==> src/rtl/sr_lsu_if.sv <==
// Memory-side bus of the single-request load/store unit.
interface sr_lsu_if;
  logic        req;
  logic        we;
  logic [31:0] addr;
  logic [3:0]  be;
  logic [31:0] wdata;
  logic        gnt;
  logic        rvalid;
  logic [31:0] rdata;

  modport master (output req, we, addr, be, wdata, input gnt, rvalid, rdata);
  modport slave  (input req, we, addr, be, wdata, output gnt, rvalid, rdata);
endinterface

==> src/rtl/sr_lsu.sv <==
// Single-request load/store unit: one core access at a time over a req/gnt/rvalid bus.
// Optional macro SR_LSU_MISALIGN_TRAP_EN traps misaligned half/word accesses instead of aligning them.
module sr_lsu #(
  parameter int unsigned TIMEOUT = 255
) (
  input  logic        clk,
  input  logic        rst,
  input  logic        req_valid,
  input  logic        req_we,
  input  logic [1:0]  req_size,
  input  logic        req_unsigned,
  input  logic [31:0] req_addr,
  input  logic [31:0] req_wdata,
  output logic        stall,
  output logic        rsp_valid,
  output logic [31:0] rsp_rdata,
  output logic        rsp_err,
  sr_lsu_if.master    mem
);

  localparam logic [15:0] TO_LAST = 16'(TIMEOUT - 1);

  typedef enum logic [1:0] {IDLE = 2'd0, REQ = 2'd1, WAIT = 2'd2, RESP = 2'd3} state_t;

  state_t      state_r, state_s;
  logic [15:0] cnt_r;
  logic [31:0] addr_r, wdata_r, rdata_r;
  logic [3:0]  be_r;
  logic        we_r, err_r, uns_r;
  logic [1:0]  size_r, off_r;
  logic        legal_s, timeout_s;
  logic [1:0]  off_s;
  logic [3:0]  be_s;
  logic [31:0] wdata_s, lane_s, load_s;

  // Decode size/offset, byte enables and replicated store data of the incoming request
  always_comb begin
    off_s   = 2'b00;
    be_s    = 4'b0000;
    wdata_s = 32'h0000_0000;
    case (req_size)
      2'd0: begin
        off_s   = req_addr[1:0];
        be_s    = 4'b0001 << req_addr[1:0];
        wdata_s = {4{req_wdata[7:0]}};
      end
      2'd1: begin
        off_s   = {req_addr[1], 1'b0};
        be_s    = req_addr[1] ? 4'b1100 : 4'b0011;
        wdata_s = {2{req_wdata[15:0]}};
      end
      2'd2: begin
        off_s   = 2'b00;
        be_s    = 4'b1111;
        wdata_s = req_wdata;
      end
      default: begin
        off_s   = 2'b00;
        be_s    = 4'b0000;
        wdata_s = 32'h0000_0000;
      end
    endcase
`ifdef SR_LSU_MISALIGN_TRAP_EN
    legal_s = (req_size != 2'd3) &&
              !((req_size == 2'd1 && req_addr[0]) ||
                (req_size == 2'd2 && req_addr[1:0] != 2'b00));
`else
    legal_s = (req_size != 2'd3);
`endif
  end

  // Select the addressed lane of the returned word and extend it
  always_comb begin
    lane_s = mem.rdata >> {off_r, 3'b000};
    load_s = mem.rdata;
    case (size_r)
      2'd0:    load_s = uns_r ? {24'h00_0000, lane_s[7:0]} : {{24{lane_s[7]}}, lane_s[7:0]};
      2'd1:    load_s = uns_r ? {16'h0000, lane_s[15:0]} : {{16{lane_s[15]}}, lane_s[15:0]};
      default: load_s = mem.rdata;
    endcase
  end

  // Next-state logic; gnt/rvalid win over a timeout in the same cycle
  always_comb begin
    state_s   = state_r;
    timeout_s = (cnt_r == TO_LAST);
    case (state_r)
      IDLE: begin
        if (req_valid) state_s = legal_s ? REQ : RESP;
        else           state_s = IDLE;
      end
      REQ: begin
        if (mem.gnt)        state_s = we_r ? RESP : WAIT;
        else if (timeout_s) state_s = RESP;
        else                state_s = REQ;
      end
      WAIT: begin
        if (mem.rvalid)     state_s = RESP;
        else if (timeout_s) state_s = RESP;
        else                state_s = WAIT;
      end
      RESP:    state_s = IDLE;
      default: state_s = IDLE;
    endcase
  end

  // State register
  always_ff @(posedge clk or posedge rst) begin
    if (rst) state_r <= IDLE;
    else     state_r <= state_s;
  end

  // Wait counter, request latches and response registers
  always_ff @(posedge clk or posedge rst) begin
    if (rst) begin
      cnt_r   <= 16'h0000;
      addr_r  <= 32'h0000_0000;
      wdata_r <= 32'h0000_0000;
      rdata_r <= 32'h0000_0000;
      be_r    <= 4'b0000;
      we_r    <= 1'b0;
      err_r   <= 1'b0;
      uns_r   <= 1'b0;
      size_r  <= 2'd0;
      off_r   <= 2'd0;
    end else begin
      if (state_s != state_r)                    cnt_r <= 16'h0000;
      else if (state_r == REQ || state_r == WAIT) cnt_r <= cnt_r + 16'h0001;
      else                                       cnt_r <= 16'h0000;
      case (state_r)
        IDLE: begin
          if (req_valid) begin
            rdata_r <= 32'h0000_0000;
            err_r   <= !legal_s;
            if (legal_s) begin
              addr_r  <= {req_addr[31:2], 2'b00};
              be_r    <= be_s;
              wdata_r <= wdata_s;
              we_r    <= req_we;
              size_r  <= req_size;
              uns_r   <= req_unsigned;
              off_r   <= off_s;
            end
          end
        end
        REQ: begin
          if (mem.gnt)        err_r <= 1'b0;
          else if (timeout_s) err_r <= 1'b1;
        end
        WAIT: begin
          if (mem.rvalid) begin
            rdata_r <= load_s;
            err_r   <= 1'b0;
          end else if (timeout_s) begin
            err_r   <= 1'b1;
          end
        end
        RESP: begin
          rdata_r <= 32'h0000_0000;
          err_r   <= 1'b0;
        end
        default: begin
          rdata_r <= 32'h0000_0000;
          err_r   <= 1'b0;
        end
      endcase
    end
  end

  assign stall     = req_valid && (state_r != RESP);
  assign rsp_valid = (state_r == RESP);
  assign rsp_rdata = rdata_r;
  assign rsp_err   = err_r;
  assign mem.req   = (state_r == REQ);
  assign mem.we    = we_r;
  assign mem.addr  = addr_r;
  assign mem.be    = be_r;
  assign mem.wdata = wdata_r;

endmodule

==> src/flat_wrapper.sv <==
// flat-port wrapper written by rule: the top's interface ports become plain ports
module sr_lsu_flat 
#(
  parameter int unsigned TIMEOUT = 255
)
  (clk, rst, req_valid, req_we, req_size, req_unsigned, req_addr, req_wdata, stall, rsp_valid, rsp_rdata, rsp_err, mem_req, mem_we, mem_addr, mem_be, mem_wdata, mem_gnt, mem_rvalid, mem_rdata);
  sr_lsu_if mem_i ();
  input  logic clk;
  input  logic rst;
  input  logic req_valid;
  input  logic req_we;
  input  logic [1:0] req_size;
  input  logic req_unsigned;
  input  logic [31:0] req_addr;
  input  logic [31:0] req_wdata;
  output logic stall;
  output logic rsp_valid;
  output logic [31:0] rsp_rdata;
  output logic rsp_err;
  output wire logic [$bits(mem_i.req)-1:0] mem_req;
  output wire logic [$bits(mem_i.we)-1:0] mem_we;
  output wire logic [$bits(mem_i.addr)-1:0] mem_addr;
  output wire logic [$bits(mem_i.be)-1:0] mem_be;
  output wire logic [$bits(mem_i.wdata)-1:0] mem_wdata;
  input wire logic [$bits(mem_i.gnt)-1:0] mem_gnt;
  input wire logic [$bits(mem_i.rvalid)-1:0] mem_rvalid;
  input wire logic [$bits(mem_i.rdata)-1:0] mem_rdata;
  assign mem_req = mem_i.req;
  assign mem_we = mem_i.we;
  assign mem_addr = mem_i.addr;
  assign mem_be = mem_i.be;
  assign mem_wdata = mem_i.wdata;
  assign mem_i.gnt = mem_gnt;
  assign mem_i.rvalid = mem_rvalid;
  assign mem_i.rdata = mem_rdata;
  sr_lsu #(.TIMEOUT(TIMEOUT)) u_core (.clk(clk), .rst(rst), .req_valid(req_valid), .req_we(req_we), .req_size(req_size), .req_unsigned(req_unsigned), .req_addr(req_addr), .req_wdata(req_wdata), .stall(stall), .rsp_valid(rsp_valid), .rsp_rdata(rsp_rdata), .rsp_err(rsp_err), .mem(mem_i));
endmodule
==> config.mk <==
export PLATFORM = sky130hd
export DESIGN_NAME = sr_lsu_flat
export DESIGN_NICKNAME = d
export VERILOG_FILES = /design/src/rtl/sr_lsu_if.sv /design/src/rtl/sr_lsu.sv /design/src/flat_wrapper.sv
export SDC_FILE = /design/constraint.sdc
export NUM_CORES = 1
export LEC_CHECK = 0
export BUFFER_PORTS_ARGS = -buffer_cell sky130_fd_sc_hd__buf_2
export CAP_MARGIN = 20
export CORE_ASPECT_RATIO = 0.75
export CORE_MARGIN = 2
export CORE_UTILIZATION = 50
export DETAILED_ROUTE_END_ITERATION = 6
export PLACE_DENSITY = 0.8
export SYNTH_ARGS = -nofsm -noshare
export SYNTH_HDL_FRONTEND = slang
export SYNTH_SLANG_ARGS = --single-unit
==> constraint.sdc <==
create_clock -name clk -period 4.2 [get_ports clk]
set_input_delay 0.42 -clock clk [delete_from_list [all_inputs] [get_ports clk]]
set_output_delay 0.42 -clock clk [all_outputs]
set_load 0.02 [all_outputs]
==> flow_metrics.tcl, run 1 <==
set metrics [dict create \
    period_needed_ns 2.597 \
    vdd_ir_drop_max_mv 0.4276 \
    postSynthCellCount 649 \
    io_pins 210 \
    yosys_warnings 0 \
    setup-tns-final_ns 0 \
    max_stage_delay_ns 0.47 \
    dpl_cell_area_mm2 0.007076 \
    path_class "reg2reg" \
    hpwlAfterDp_um 11140 \
    htreeDepth 4 \
    layout.nets 954 \
    final_area_mm2 0.007754 \
    hold_violations 0 \
    slew_headroom_pct 29.17 \
    rsz0062_at_grt "no" \
    synthFlopType "dfrtp_1" \
    grt_pass1_vias 5210 \
    post_cts_buffers 0 \
    wl_per_cell_um 15.83 \
    portBuffers 207 \
    drt_wl_total_um 16100 \
    cts_hold_buf 0 \
    slowest_stage "dfrtp_1" \
    clockBufferDepth 2 \
    ys_ff_latch 123 \
    yosys.area_share.simple_pct 22.30 \
    multi_input_comb_area_mm2 0.002678 \
    layout-drive-gt1-share_pct 31.23 \
    slew_viol_final 0 \
    startpoint "u_core.state_r[1]" \
    synthesis.area_mm2 0.005947 \
    period_share_pct 61.83 \
    clk_latency_ns 0.41 \
    coreArea_mm2 0.01161 \
    cts_root_buffer "clkbuf_16" \
    leakage_uw 0.003976 \
    crit_required_ns 4.50 \
    dr.pass1.iters 4 \
    diodes 0 \
    synth_cell_types 49 \
    worst_slack_ns 1.603 \
    seqCellArea_mm2 0.003078 \
    crit-reg2reg-launch "u_core.state_r[1]" \
    status "complete, no violations" \
    ys_seq_area_share_pct 51.76 \
    grt_max_degree 73 \
    critical_path_buf_inv_count 2 \
    vias 5437 \
    power_density_mw_per_mm2 767.8 \
    crit_path_start_kind "flip-flop" \
    fmax_mhz 385.1 \
    synthAdderAreaFrac_pct 1.473 \
    pre_cts_slack_ns 1.623 \
    synth_top_family_by_area "simple AND/OR/NAND/NOR gates" \
    crit_path_end_kind "flip-flop" \
    post_cts_resized 0 \
    syn2layout_area_growth_pct 30.38 \
    dp_cells 984 \
    synth-compound-area-share_pct 16.60 \
    clk_pin_slew_ns 0.06 \
    gp_congestion 0.8484 \
    fillers 934 \
    synthXorXnorAreaFrac_pct 2.335 \
    rows 34 \
    routed_via_density 5.346 \
    synth_edf_count 0 \
    hold_path_class "in2async" \
    tightest_slew_ns 1.057 \
    dieArea_mm2 0.01279 \
    cap_violations 0 \
    cts_tree "yes" \
    grt_antenna_before_repair 1 \
    critPathArrivalTime_ns 2.90 \
    fin_cells 1017 \
    die_h_um 98.45 \
    grt_pass1_wl_um 25890 \
    clock-sinks 123 \
    cp_cell_sequence "inv_1 -> ha_1 -> nand4_1 -> and3_1 -> a2111oi_2 -> o31ai_2 -> buf_4 -> nor4b_1" \
    start_util_pct 51.21 \
    drtIter0Drc 315 \
    cts_buffers 17 \
    die_w_um 129.9 \
    grt-ovfl-total 0 \
    finClkSkew_ns 0.007037 \
    synthMuxAreaShare_pct 1.915 \
    setup_violations 0 \
    avgSynthCellArea_um2 9.163 \
    ant_nets 0 \
    final_util_pct 66.76 \
    grt_usage_pct 25.96 \
    drcViolationCount 0 \
    crit_family "simple AND/OR/NAND/NOR gates" \
    ys_async_sr_fraction_pct 100.0 \
    cp_max_fo 16 \
]
[where the power goes]
part	internal (uW)	total, uW	switching, uW
registers	1610	1940	323
logic	790	2410	1620
clock network	1080	1610	527
total	3490	5950	2470
[cell usage in the layout (no fill, tap or decap), drive strengths merged, types with 4 or more instances in the layout]
master  netlist  routed
nor2b        12      12
mux2i         8       8
a221o        16      16
xnor2        13      13
buf           7     214
nand3         5       5
nand2b        8       8
nand2       185     185
clkinv        0       4
nor3         13      13
o221ai        9       9
and3          6       6
o21ai        56      56
nand4         6       6
a21oi        54      54
ha            7       7
inv           9      10
bufinv        0       5
nor2         43      43
nor4b         7       7
clkbuf       34      21
dfrtp       123     123
[cells in the mapped netlist (all sizes together) (8+ instances only)]
library cell  instances  share of area (%)
clkbuf               34                2.1
nor3                 13                1.9
a221o                16                2.7
nor2b                12                1.3
nand2b                8               0.84
nand2               185                 12
inv                   9               0.57
dfrtp               123                 52
mux2i                 8                1.3
o21ai                56                4.7
nor2                 43                2.7
xnor2                13                2.0
o221ai                9                1.3
a21oi                54                4.5
[flip-flops by register name (all words and copies together) (netlist names)]
register	cells
u_core.cnt_r	16
u_core.mem.addr	30
u_core.mem.be	4
u_core.mem.wdata	32
u_core.mem.we	1
u_core.off_r	2
u_core.rsp_err	1
u_core.rsp_rdata	32
u_core.size_r	2
u_core.state_r	2
u_core.uns_r	1
[cell type report]
cell class | count | share of cell area (%)
Sequential cell | 123 | 39.70
Multi-Input combinational cell | 477 | 34.53
Timing Repair Buffer | 214 | 14.30
Clock buffer | 21 | 5.938
Tap cell | 162 | 2.614
Clock inverter | 11 | 2.453
Inverter | 9 | 0.4680
[worst paths after layout]
path,endpoint,slack [ns],cells past startpoint
max in group asynchronous,u_core.rsp_rdata[7],3.10,3
hold / removal,u_core.mem.wdata[7],0.17,2
setup / recovery,u_core.cnt_r[12],1.60,8
setup reg to reg,u_core.cnt_r[12],1.60,8
min in group clk,u_core.mem.addr[30],0.20,3
hold reg to reg,u_core.mem.addr[6],0.47,2
[routing by layer]
layer / wire length, um / part of all wire [%] / vias to the layer above / global-route usage (%)
met5: 0 / 0 / - / 0
met4: 284 / 1.8 / 0 / 9.347
met3: 1447 / 9.0 / 20 / 8.089
met2: 7446 / 46 / 226 / 39.19
met1: 6926 / 43 / 2587 / 35.59
li1: - / - / 2604 / -
[worst reg2reg max path, delay by kind of cell, from the launching register on]
kind	cells	cell delay, ns
and+or+nand+nor	3	0.81
AOI/OAI and AO/OA	2	0.50
DFF	1	0.47
buffers and inverters	2	0.36
adders and majority gates	1	0.35
[through the flow]
step                      hold WS [ns]  power, uW
final                           0.1724       5953
after global routing            0.1874       6325
after CTS                       0.1836       5959
after detailed placement        0.4535       4326
after global placement          0.4491       4274
after floorplan                 0.4744       3571
[cell families (layout without fill, tap and decap cells)]
family,after synthesis,after routing
buffers and inverters,50,255
XOR/XNOR,15,15
flip-flops,123,123
other,1,2
AO/OA/AOI/OAI,154,154
multiplexers,10,10
AND/OR/NAND/NOR,289,289
adder cells (fa/ha/maj),7,7
Power figures use the tool's default switching activity.
==> run 2: changes to the inputs <==
- CORE_UTILIZATION: 50 -> 45
- PLACE_DENSITY: 0.8 -> 0.76
- clock period: 4.2 -> 2.3 ns (I/O delays scaled with it)
==> flow_metrics.tcl, run 2 (synthesized netlist as in run 1, its figures left out) <==
set metrics [dict create \
    drt_wl_total_um 16860 \
    grt_pass1_vias 5363 \
    crit-reg2reg-launch "u_core.state_r[1]" \
    tightest_slew_ns 0.6459 \
    final_cell_mix "207 x buf_2, 185 x nand2_1, 123 x dfrtp_1" \
    cts_tree "yes" \
    worstHoldStart "req_addr[14]" \
    reg2reg_depth 8 \
    grt_usage_pct 23.86 \
    clock-sinks 123 \
    drtIter0Drc 298 \
    fillers 1077 \
    portBuffers 207 \
    ant_nets 0 \
    slew_headroom_pct 56.90 \
    finClkSkew_ns 0.01190 \
    hold_end "u_core.mem.addr[14]" \
    crit_required_ns 2.62 \
    crit_path_end_kind "flip-flop" \
    status "complete, no violations" \
    clockBufferDepth 2 \
    layout-drive-gt1-share_pct 33.41 \
    period_share_pct 95.75 \
    cts_buffers 17 \
    dieArea_mm2 0.01416 \
    wl_per_cell_um 15.99 \
    fin_cells 1054 \
    cap_violations 0 \
    slew_viol_final 0 \
    hold_path_class "in2reg" \
    grt_pass1_wl_um 26650 \
    worst_slack_ns 0.09767 \
    vias 5574 \
    rows 36 \
    diodes 0 \
    hold_violations 0 \
    pre_cts_slack_ns -0.08814 \
    setup_violations 0 \
    grt_antenna_before_repair 0 \
    die_h_um 103.6 \
    htreeDepth 4 \
    dp_cells 1013 \
    power_density_mw_per_mm2 1388 \
    clk_pin_slew_ns 0.06 \
    r2r-end "u_core.cnt_r[8]" \
    cp_max_fo 8 \
    grt_max_degree 89 \
    holdWs_ns 0.01044 \
    io_pins 210 \
    startpoint "u_core.state_r[1]" \
    power_uw 11190 \
    dr.pass1.iters 5 \
    holdPathStages 3 \
    die_w_um 136.7 \
    routed_via_density 5.288 \
    grt-ovfl-total 0 \
    start_util_pct 46.00 \
    path_class "reg2reg" \
    vdd_ir_drop_max_mv 0.7702 \
    rsz0062_at_grt "yes" \
    period_needed_ns 2.202 \
    clk_latency_ns 0.41 \
    dpl_cell_area_mm2 0.007288 \
    gp_congestion 0.8474 \
    fmax_mhz 454.1 \
    syn2layout_area_growth_pct 35.58 \
    critPathArrivalTime_ns 2.52 \
    cts_root_buffer "clkbuf_16" \
    hpwlAfterDp_um 11760 \
    leakage_uw 0.004111 \
    rrSetupSlack_ns 0.1 \
    final_area_mm2 0.008063 \
    coreArea_mm2 0.01293 \
    layout.nets 985 \
    crit_path_start_kind "flip-flop" \
    final_common_cell "buf_2" \
    drcViolationCount 0 \
]
-- run 2: cell count changes in the layout (fill, tap and decap cells not counted), moves of 2 or more --
cell	previous run	this run
dlygate4sd3_1	0	7
clkinvlp_4	1	3
buf_4	6	27
buf_12	0	4
nor4b_1	6	4
clkbuf_8	2	4
nor4b_2	0	2
bufinv_16	5	3
-- run 2: power by group --
part	internal [uW]	switching (uW)	leakage (uW)
combinational	1830	3200	0.00222
sequential	2950	486	0.00160
clock	1800	933	0.000290
total	6570	4620	0.00411
-- run 2: layout make-up --
cell class	count	area, um2	share of cell area [%]
inverters	9	40.04	0.4966
clock buffers	22	484.2	6.006
clock inverters	7	115.1	1.428
repair buffers	245	1389	17.23
multi-input cells	477	2743	34.02
well taps	171	214.0	2.654
flip-flops and latches	123	3078	38.18
-- run 2: per-stage QoR --
| stage | utilization, % | TNS, ns |
|---|---|---|
| finish | 62.37 | 0 |
| global route | 62.37 | -0.2880 |
| CTS | 61.94 | -0.002087 |
| detailed placement | 56.38 | -1.137 |
| global placement | 56.38 | 0 |
| floorplan | - | 0 |
-- run 2: critical path, cell delays in order (launching register included) --
cell	delay [ns]
dfrtp_1	0.41
inv_1	0.14
ha_4	0.17
nand4_1	0.18
and3_1	0.26
a2111oi_4	0.37
o31ai_4	0.20
buf_4	0.21
nor3_2	0.17
-- run 2: repair_timing --
item / in CTS / in global routing
setup buffers: 0 / 5
endpoints found under the setup margin: 32 / 16
hold buffers: 7 / 0
gates resized for setup: 8 / 3
pin swaps: 0 / 3
endpoints found under the hold margin: 18 / 0
-- run 2: layer usage --
metal / routed length [um] / global-route usage, % / vias to the layer above
li1: - / - / 2669
met1: 7351 / 31.77 / 2672
met2: 7950 / 37.61 / 220
met3: 1375 / 6.853 / 13
met4: 181 / 7.515 / 0
met5: 0 / 0 / -
-- run 2: worst max path at each step --
stage / endpoint / slack, ns / cells past startpoint
3_5_place_dp: u_core.cnt_r[13] / -0.09 / 7
5_1_grt: u_core.cnt_r[7] / -0.05 / 8
6_report: u_core.cnt_r[8] / 0.1 / 8
2_1_floorplan: u_core.cnt_r[10] / 0.1 / 9
3_3_place_gp: u_core.cnt_r[9] / 0.06 / 7
4_1_cts: u_core.cnt_r[15] / -0.002 / 7
==> run 3: changes to the inputs <==
==> constraint.sdc (replaced) <==
create_clock -name clk -period 2.3 [get_ports clk]
set_input_delay 0.345 -clock clk [delete_from_list [all_inputs] [get_ports clk]]
set_output_delay 0.345 -clock clk [all_outputs]
set_load 0.02 [all_outputs]
==> flow_metrics.tcl, run 3 (synthesized netlist as in run 1, its figures left out) <==
set metrics [dict create \
    fillers 1118 \
    syn2layout_area_growth_pct 33.83 \
    hold_path_class "in2reg" \
    fmax_mhz 449.7 \
    hold_violations 0 \
    rows 36 \
    portBuffers 207 \
    grt_antenna_before_repair 0 \
    period_share_pct 96.67 \
    path_class "reg2reg" \
    io_pins 210 \
    coreArea_mm2 0.01293 \
    start_util_pct 46.00 \
    setup_violations 0 \
    slew_headroom_pct 57.58 \
    drtIter0Drc 315 \
    cts_hold_buf 0 \
    hpwlAfterDp_um 11580 \
    slew_viol_final 0 \
    clock-sinks 123 \
    drcViolationCount 0 \
    cts_tree "yes" \
    crit_required_ns 2.59 \
    holdWs_ns 0.1246 \
    crit_path_start_kind "flip-flop" \
    wl_per_cell_um 15.90 \
    period_needed_ns 2.223 \
    dieArea_mm2 0.01416 \
    multi_input_comb_area_mm2 0.002731 \
    diodes 0 \
    gp_congestion 0.8438 \
    cts_buffers 17 \
    grt-ovfl-total 0 \
    worst_slack_ns 0.07651 \
    grt_pass1_vias 5395 \
    grt_max_degree 124 \
    layout-drive-gt1-share_pct 33.33 \
    vdd_ir_drop_max_mv 0.8369 \
    final_cell_mix "207 x buf_2, 185 x nand2_1, 123 x dfrtp_1" \
    power_density_mw_per_mm2 1402 \
    routed_via_density 5.305 \
    die_w_um 136.7 \
    clockBufferDepth 2 \
    htreeDepth 4 \
    clk_pin_slew_ns 0.06 \
    pre_cts_slack_ns -0.03731 \
    vias 5538 \
    cts_root_buffer "clkbuf_16" \
    drt_wl_total_um 16600 \
    final_common_cell "buf_2" \
    power_uw 11160 \
    layout.nets 972 \
    post_cts_buffers 0 \
    status "complete, no violations" \
    grt_pass1_wl_um 26680 \
    cap_violations 0 \
    ant_nets 0 \
    tightest_slew_ns 0.6363 \
    crit_path_end_kind "flip-flop" \
    die_h_um 103.6 \
    seqCellArea_mm2 0.003078 \
    clk_latency_ns 0.41 \
    leakage_uw 0.004060 \
    cp_max_fo 8 \
    critPathArrivalTime_ns 2.51 \
    finClkSkew_ns 0.008549 \
    dr.pass1.iters 5 \
    grt_usage_pct 23.88 \
]
[run 3: cell count changes in the layout (fill, tap and decap cells not counted), moves of 2 or more]
cell / previous run / this run
clkinv_4: 0 / 3
buf_4: 27 / 22
dlygate4sd3_1: 7 / 0
inv_6: 0 / 2
clkbuf_8: 4 / 1
[run 3: per-layer routing]
layer / global-route usage, % / wire [um] / vias to the layer above / share of wire (%)
met5: 0 / 0 / - / 0
met4: 7.961 / 308 / 0 / 1.9
met3: 8.076 / 1460 / 27 / 8.8
met2: 37.00 / 7634 / 227 / 46
met1: 31.36 / 7200 / 2640 / 43
li1: - / - / 2644 / -
[run 3: final timing paths]
| path | from | to | slack (ns) | cells past startpoint |
|---|---|---|---|---|
| max in group asynchronous | rst | u_core.rsp_rdata[9] | 1.70 | 3 |
| hold / removal | req_addr[14] | u_core.mem.addr[14] | 0.12 | 3 |
| setup / recovery | u_core.state_r[0] | u_core.cnt_r[12] | 0.08 | 7 |
| min in group asynchronous | rst | u_core.mem.wdata[4] | 0.13 | 3 |
| setup reg to reg | u_core.state_r[0] | u_core.cnt_r[12] | 0.08 | 7 |
| hold reg to reg | u_core.rsp_rdata[8] | u_core.rsp_rdata[8] | 0.46 | 2 |
[run 3: repair_timing]
| action | in CTS | in global routing |
|---|---|---|
| endpoints found under the setup margin | 22 | 16 |
| pin swaps | 0 | 1 |
| gates resized for setup | 5 | 5 |
[run 3: final cells by class]
class	count	area share (%)
timing repair buffer	232	15.85
sequential	123	38.67
clock buffer	19	5.565
inverter	9	0.5031
clock inverter	13	2.405
multi-input combinational	477	34.32
tap	171	2.688
[run 3: metrics by stage]
stage	utilization [%]	cell area, um2	TNS [ns]	instances
after detailed placement	56.22	7268	-0.1524	1012
after CTS	61.38	7935	-0.0002862	1044
after floorplan	-	5954	0	650
final	61.57	7959	0	1044
after global placement	56.22	7268	0	1012
after global routing	61.57	7959	-0.01653	1044
[run 3: where the power goes]
group | internal [uW] | switching [uW] | total (uW)
logic | 1700 | 3180 | 4890
clock network | 1850 | 986 | 2840
registers | 2950 | 487 | 3430
[run 3: critical path, cell delays in order (launching register included)]
cell       delay [ns]
dfrtp_1          0.42
inv_4            0.13
ha_4             0.18
nand4_1          0.15
and3_1           0.25
a2111oi_4        0.41
o31ai_4          0.20
nor4b_1          0.36
